$ cat src/rtl/average_pooling_cfg.sv
// 2x2 average-pooling stage with run-time stride (1 or 2), one-row line buffer,
// end-of-frame marker and valid/ready backpressure on both sides.
module average_pooling_cfg #(
  parameter int IMG_W    = 62,
  parameter int IMG_H    = 62,
  parameter int IN_W     = 12,
  parameter int OUT_W    = 8,
  parameter int SAT_MODE = 0
) (
  input  logic              clk_200mhz,
  input  logic              reset,
  input  logic              stride_sel,
  input  logic [IN_W-1:0]   pixel_in,
  input  logic              valid_in,
  output logic              ready_out,
  output logic [OUT_W-1:0]  pixel_out,
  output logic              valid_out,
  output logic              last_out,
  input  logic              ready_in
);

  localparam int CW = $clog2(IMG_W);
  localparam int RW = $clog2(IMG_H);
  localparam logic [CW-1:0] COL_LAST  = CW'(IMG_W - 1);
  localparam logic [RW-1:0] ROW_LAST  = RW'(IMG_H - 1);
  // Last odd index: with odd dimensions the trailing column/row is dropped.
  localparam logic [CW-1:0] COL_LAST2 = CW'((IMG_W / 2) * 2 - 1);
  localparam logic [RW-1:0] ROW_LAST2 = RW'((IMG_H / 2) * 2 - 1);

  logic [CW-1:0]    col_q, col_d;
  logic [RW-1:0]    row_q, row_d;
  logic             stride_q, stride_d;
  logic [IN_W-1:0]  lb_q [IMG_W];
  logic [IN_W-1:0]  prev_cur_q, prev_up_q, up_pix;
  logic             valid_q, last_q;
  logic [OUT_W-1:0] pix_q;

  logic             accept, in_win, emit, is_last;
  logic [IN_W+1:0]  sum;
  logic [IN_W-1:0]  avg;
  logic [OUT_W-1:0] conv;

  assign ready_out = !valid_q || ready_in;
  assign accept    = valid_in && ready_out;
  assign up_pix    = lb_q[col_q];

  assign pixel_out = pix_q;
  assign valid_out = valid_q;
  assign last_out  = last_q;

  // Stride is latched at (0,0) and no window ever completes there, so stride_q
  // is already valid for every emitting accept of the frame.
  assign in_win  = (row_q != '0) && (col_q != '0) &&
                   (!stride_q || (row_q[0] && col_q[0]));
  assign emit    = accept && in_win;
  assign is_last = stride_q ? ((row_q == ROW_LAST2) && (col_q == COL_LAST2))
                            : ((row_q == ROW_LAST)  && (col_q == COL_LAST));

  assign sum = {2'b00, prev_up_q} + {2'b00, up_pix} +
               {2'b00, prev_cur_q} + {2'b00, pixel_in};
  assign avg = IN_W'(sum >> 2);

  generate
    if (SAT_MODE == 0) begin : g_sat
      localparam logic [IN_W-1:0] OMAX = IN_W'((1 << OUT_W) - 1);
      assign conv = (avg > OMAX) ? '1 : OUT_W'(avg);
    end else begin : g_shift
      assign conv = OUT_W'(avg >> (IN_W - OUT_W));
    end
  endgenerate

  always_comb begin
    col_d    = col_q;
    row_d    = row_q;
    stride_d = stride_q;
    if (accept) begin
      if ((col_q == '0) && (row_q == '0)) stride_d = stride_sel;
      if (col_q == COL_LAST) begin
        col_d = '0;
        row_d = (row_q == ROW_LAST) ? '0 : row_q + RW'(1);
      end else begin
        col_d = col_q + CW'(1);
      end
    end
  end

  always_ff @(posedge clk_200mhz) begin
    if (reset) begin
      col_q      <= '0;
      row_q      <= '0;
      stride_q   <= 1'b0;
      prev_cur_q <= '0;
      prev_up_q  <= '0;
      valid_q    <= 1'b0;
      pix_q      <= '0;
      last_q     <= 1'b0;
    end else begin
      col_q    <= col_d;
      row_q    <= row_d;
      stride_q <= stride_d;
      if (accept) begin
        prev_cur_q <= pixel_in;
        prev_up_q  <= up_pix;
      end
      // emit implies accept, which implies the previous output is gone or leaving.
      if (emit) begin
        valid_q <= 1'b1;
        pix_q   <= conv;
        last_q  <= is_last;
      end else if (valid_q && ready_in) begin
        valid_q <= 1'b0;
        pix_q   <= '0;
        last_q  <= 1'b0;
      end
    end
  end

  always_ff @(posedge clk_200mhz) begin
    if (accept) lb_q[col_q] <= pixel_in;
  end

endmodule
$ cat config.mk
export PLATFORM = sky130hd
export DESIGN_NAME = average_pooling_cfg
export DESIGN_NICKNAME = d
export VERILOG_FILES = /design/src/rtl/average_pooling_cfg.sv
export SDC_FILE = /design/constraint.sdc
export NUM_CORES = 1
export LEC_CHECK = 0
export BUFFER_PORTS_ARGS = -buffer_cell sky130_fd_sc_hd__buf_2
export CORE_AREA = 2 2 272 301
export DETAILED_ROUTE_END_ITERATION = 6
export DIE_AREA = 0 0 274 303
export MAX_ROUTING_LAYER = met4
export SLEW_MARGIN = 20
export SYNTH_ARGS = -nofsm -noshare
export SYNTH_HDL_FRONTEND = slang
export SYNTH_SLANG_ARGS = --single-unit
$ cat constraint.sdc
create_clock -name clk_200mhz -period 9.99 [get_ports clk_200mhz]
set_input_delay 0 -clock clk_200mhz [delete_from_list [all_inputs] [get_ports clk_200mhz]]
set_output_delay 0 -clock clk_200mhz [all_outputs]
set_load 0.05 [all_outputs]
==> results.md <==
- Status: finished clean
- Vias post-DR: 15100
- Sequential area share after synthesis: 0.737
- Initial drt markers: 1427
- Worst-path maximum fanout: 38
- Clock share of power: 0.398
- Number of fill cells in the layout: 6771
- Synthesized Nets: 1608
- Register Area: 23400 um^2
- Final min period: 6.30 ns
- Area after DPL: 33300 um^2
- WHS Endpoint: prev_cur_q[9]
- EDFF count, synth: 744
- Final Instance Area: 35900 um^2
- Power Dens Cells: 201 nW/um^2
- WHS: 0.0445 ns
- Clock latency on the worst-skew pair: 0.62 ns
- DR WL/cell: 26.6 um
- CP Class: reg -> reg
- Post-synth top area share: 0.703
- Multi-input logic area: 7880 um^2
- Worst path cell trace: buf_4 -> buf_4 -> mux4_2 -> mux4_2 -> mux4_2 -> inv_1 -> fa_1 -> inv_1 -> ha_1 -> a21oi_1 -> o21bai_1 -> a21oi_1 -> o221ai_1 -> a21o_1 -> a21oi_1 -> a21boi_2 -> a221o_1
- Slew Limit Fails: 0
- CTS Hold Bufs: 10
- # DRC: 0
- Crit-path max cell delay: 0.87 ns
- Vias in the first global route: 15500
- Total power draw: 7.21 mW
- Total congestion overflow: 0
- Ys async rst share: 0
- Mapped Area: 31800 um^2
- Antenna violations before repair: 8
- Num CTS Buffers: 79
- Slew margin rel.: 0.283
- Worst EP arrival: 6.80 ns
- Switch share: 0.226
- Max-Cap Viols: 0
- RD Place Congestion: 0.862
- Flop2flop setup slack: 3.69 ns
- Final net count: 1697
- CTS Buffer Depth: 3
- Synth cell types: 47
- First-pass DRT Iterations: 5
- P&R area growth vs syn: 13.2%
- Final setup fails: 0
- Vert. Die Dim: 303 um
- Psw: 1.63 mW
- Clock Skew: 0.0213 ns
- Drt total wl: 73300 um
- IO Count: 28
- Std-Cell Rows: 109
- Leakage power: 11.2 nW
- Fmax: 159 MHz
- Die Area: 83000 um^2
- Post-route ant nets: 0
- Num Clock Sinks: 797
- TNS Setup: 0 ns
- Initial Util: 0.397
- H-tree Lvls: 3
- Mapped Cells: 1550
- Top cells by area, synth: edfxtp_1, mux4_2, dfxtp_1
- CTS tree: built
- Synth warn: 0
- GRT Total Usage: 0.186
- Comb power frac: 0.091
- Main flop type after synthesis: edfxtp_1
- Reg power frac: 0.511
- Seq cells post-synth: 797
- Cell taking the most area after synthesis: edfxtp_1
- Post-CTS setup buffers: 0
- Worst reg2reg path endpoint: pixel_out[7]
- First-pass GRT wire length: 107000 um
- FF-to-FF path depth: 17
- Layout cells sized above 1: 0.276
- Post-DR vias/cell: 5.50
- Die W: 274 um
- P_int: 5.58 mW
- Peak VDD IR: 151 uV
- Least-Margin Pin Slew: 1.07 ns
- Final period utilization: 0.631
- Critical Path Start Type: register
- Largest net degree at the start of global routing: 99
- Hold crit path type: in -> reg
- Syn_area_per_cell: 20.5 um^2
- Clock root cell: clkbuf_16
- RSZ-0062 raised after global routing: no
- CTS resizes: 0
- Worst Path Required: 10.49 ns
- Fin. Hold Viols: 0
- Slowest stage cell on the critical path: dfxtp_4
- Worst hold stages: 4
- Hold Startpoint: pixel_in[9]
- IO Port Bufs: 27
- Core area: 79900 um^2
- Post-DP HPWL: 44300 um
- Crit end category: register
- Clock transition at path regs: 0.06 ns
==> state kept, by name (all words and copies together) (netlist names), named ones only <==
register and count:
valid_out 1, lb_q 744, stride_q 1, row_q 6, pixel_out 8, last_out 1
prev_up_q 12, col_q 6, prev_cur_q 12
==> power by group through the flow <==
stage / Combinational [mW] / Sequential (mW) / Clock (mW)
floorplan: 0.457 / 3.74 / 0
global placement: 0.644 / 3.76 / 0
detailed placement: 0.655 / 3.76 / 0
CTS: 0.661 / 3.69 / 2.93
global route: 0.715 / 3.69 / 3.05
finish: 0.659 / 3.69 / 2.87
==> final cells by class <==
class	instances	share of cell area
clock buffers	95	0.0590
clock inverters	45	0.00957
flip-flops and latches	797	0.651
multi-input cells	617	0.219
inverters	60	0.00627
repair buffers	84	0.0175
well taps	1054	0.0367
diodes	4	0.000279
==> logic make-up after synthesis <==
| logic type | Yosys count | share of synthesized area |
|---|---|---|
| compound gates | 75 | 0.0148 |
| xor+xnor | 16 | 0.00441 |
| fa+ha+maj | 41 | 0.0218 |
| buf+inv | 136 | 0.0184 |
| flops | 797 | 0.737 |
| mux | 260 | 0.172 |
| simple gates | 225 | 0.0317 |
==> metal layers <==
metal	global-route usage	share of wire
met1	0.240	0.41
met3	0.0357	0.063
met2	0.289	0.48
met5	-	0
met4	0.0806	0.040
==> worst max-delay path by stage <==
| stage | startpoint | endpoint | slack (ns) | depth (start not counted) |
|---|---|---|---|---|
| 2_1_floorplan | register | pixel_out[1] | 4.82 | 18 |
| 3_3_place_gp | register | pixel_out[1] | 3.67 | 17 |
| 3_5_place_dp | register | pixel_out[3] | 3.61 | 17 |
| 4_1_cts | register | pixel_out[3] | 3.60 | 17 |
| 5_1_grt | register | pixel_out[3] | 3.21 | 17 |
| 6_report | register | pixel_out[7] | 3.69 | 17 |
==> worst max-delay path, delay by kind of cell (launching register included) <==
family	cells	cell delay, ns
AOI/OAI and AO/OA	8	1.66
muxes	3	1.64
buffers and inverters	4	1.31
DFF	1	0.87
adders and majority gates	2	0.66
==> per-stage QoR <==
stage	std cells	worst slack (ns)	util
floorplan	1550	4.82	-
global placement	2599	3.67	0.417
finish	2756	3.69	0.450
CTS	2749	3.60	0.449
global route	2754	3.21	0.450
detailed placement	2599	3.61	0.417
==> cell usage after synthesis, types with 2 or more instances <==
master,number
buf_1,3
a21oi_1,40
clkbuf_1,38
mux2_2,16
nor2_1,87
nor3b_1,2
nand2_1,72
a22oi_1,4
dfxtp_1,53
a221o_1,7
a31oi_1,4
buf_2,28
edfxtp_1,744
mux2i_1,17
nand3_1,19
or3b_2,2
ha_1,17
or3_1,2
nand2b_1,4
o21ai_0,4
and2_1,2
inv_1,60
nor2b_1,4
mux4_2,227
nor3_1,4
buf_6,3
nor4_1,2
xnor2_1,7
a21o_1,6
xor2_1,9
and3_1,2
nand4_1,13
buf_4,4
a211oi_1,4
nand3b_1,5
fa_1,24
==> placed cells by master, fill, tap and decap left out, types with 5 or more instances in the layout <==
cell           instances
a21o_1                 6
a21oi_1               40
a221o_1                7
buf_2                 24
buf_4                 45
bufinv_16              5
clkbuf_1              12
clkbuf_16             83
clkinv_1              21
clkinv_2              12
dfxtp_1               49
dlygate4sd3_1         13
edfxtp_1             744
fa_1                  24
ha_1                  17
inv_1                 60
mux2_2                16
mux2i_1               17
mux4_2               227
nand2_1               72
nand3_1               19
nand3b_1               5
nand4_1               13
nor2_1                48
nor2_2                39
xnor2_1                7
xor2_1                 9
Note: power is estimated with default switching activity, not from simulation.
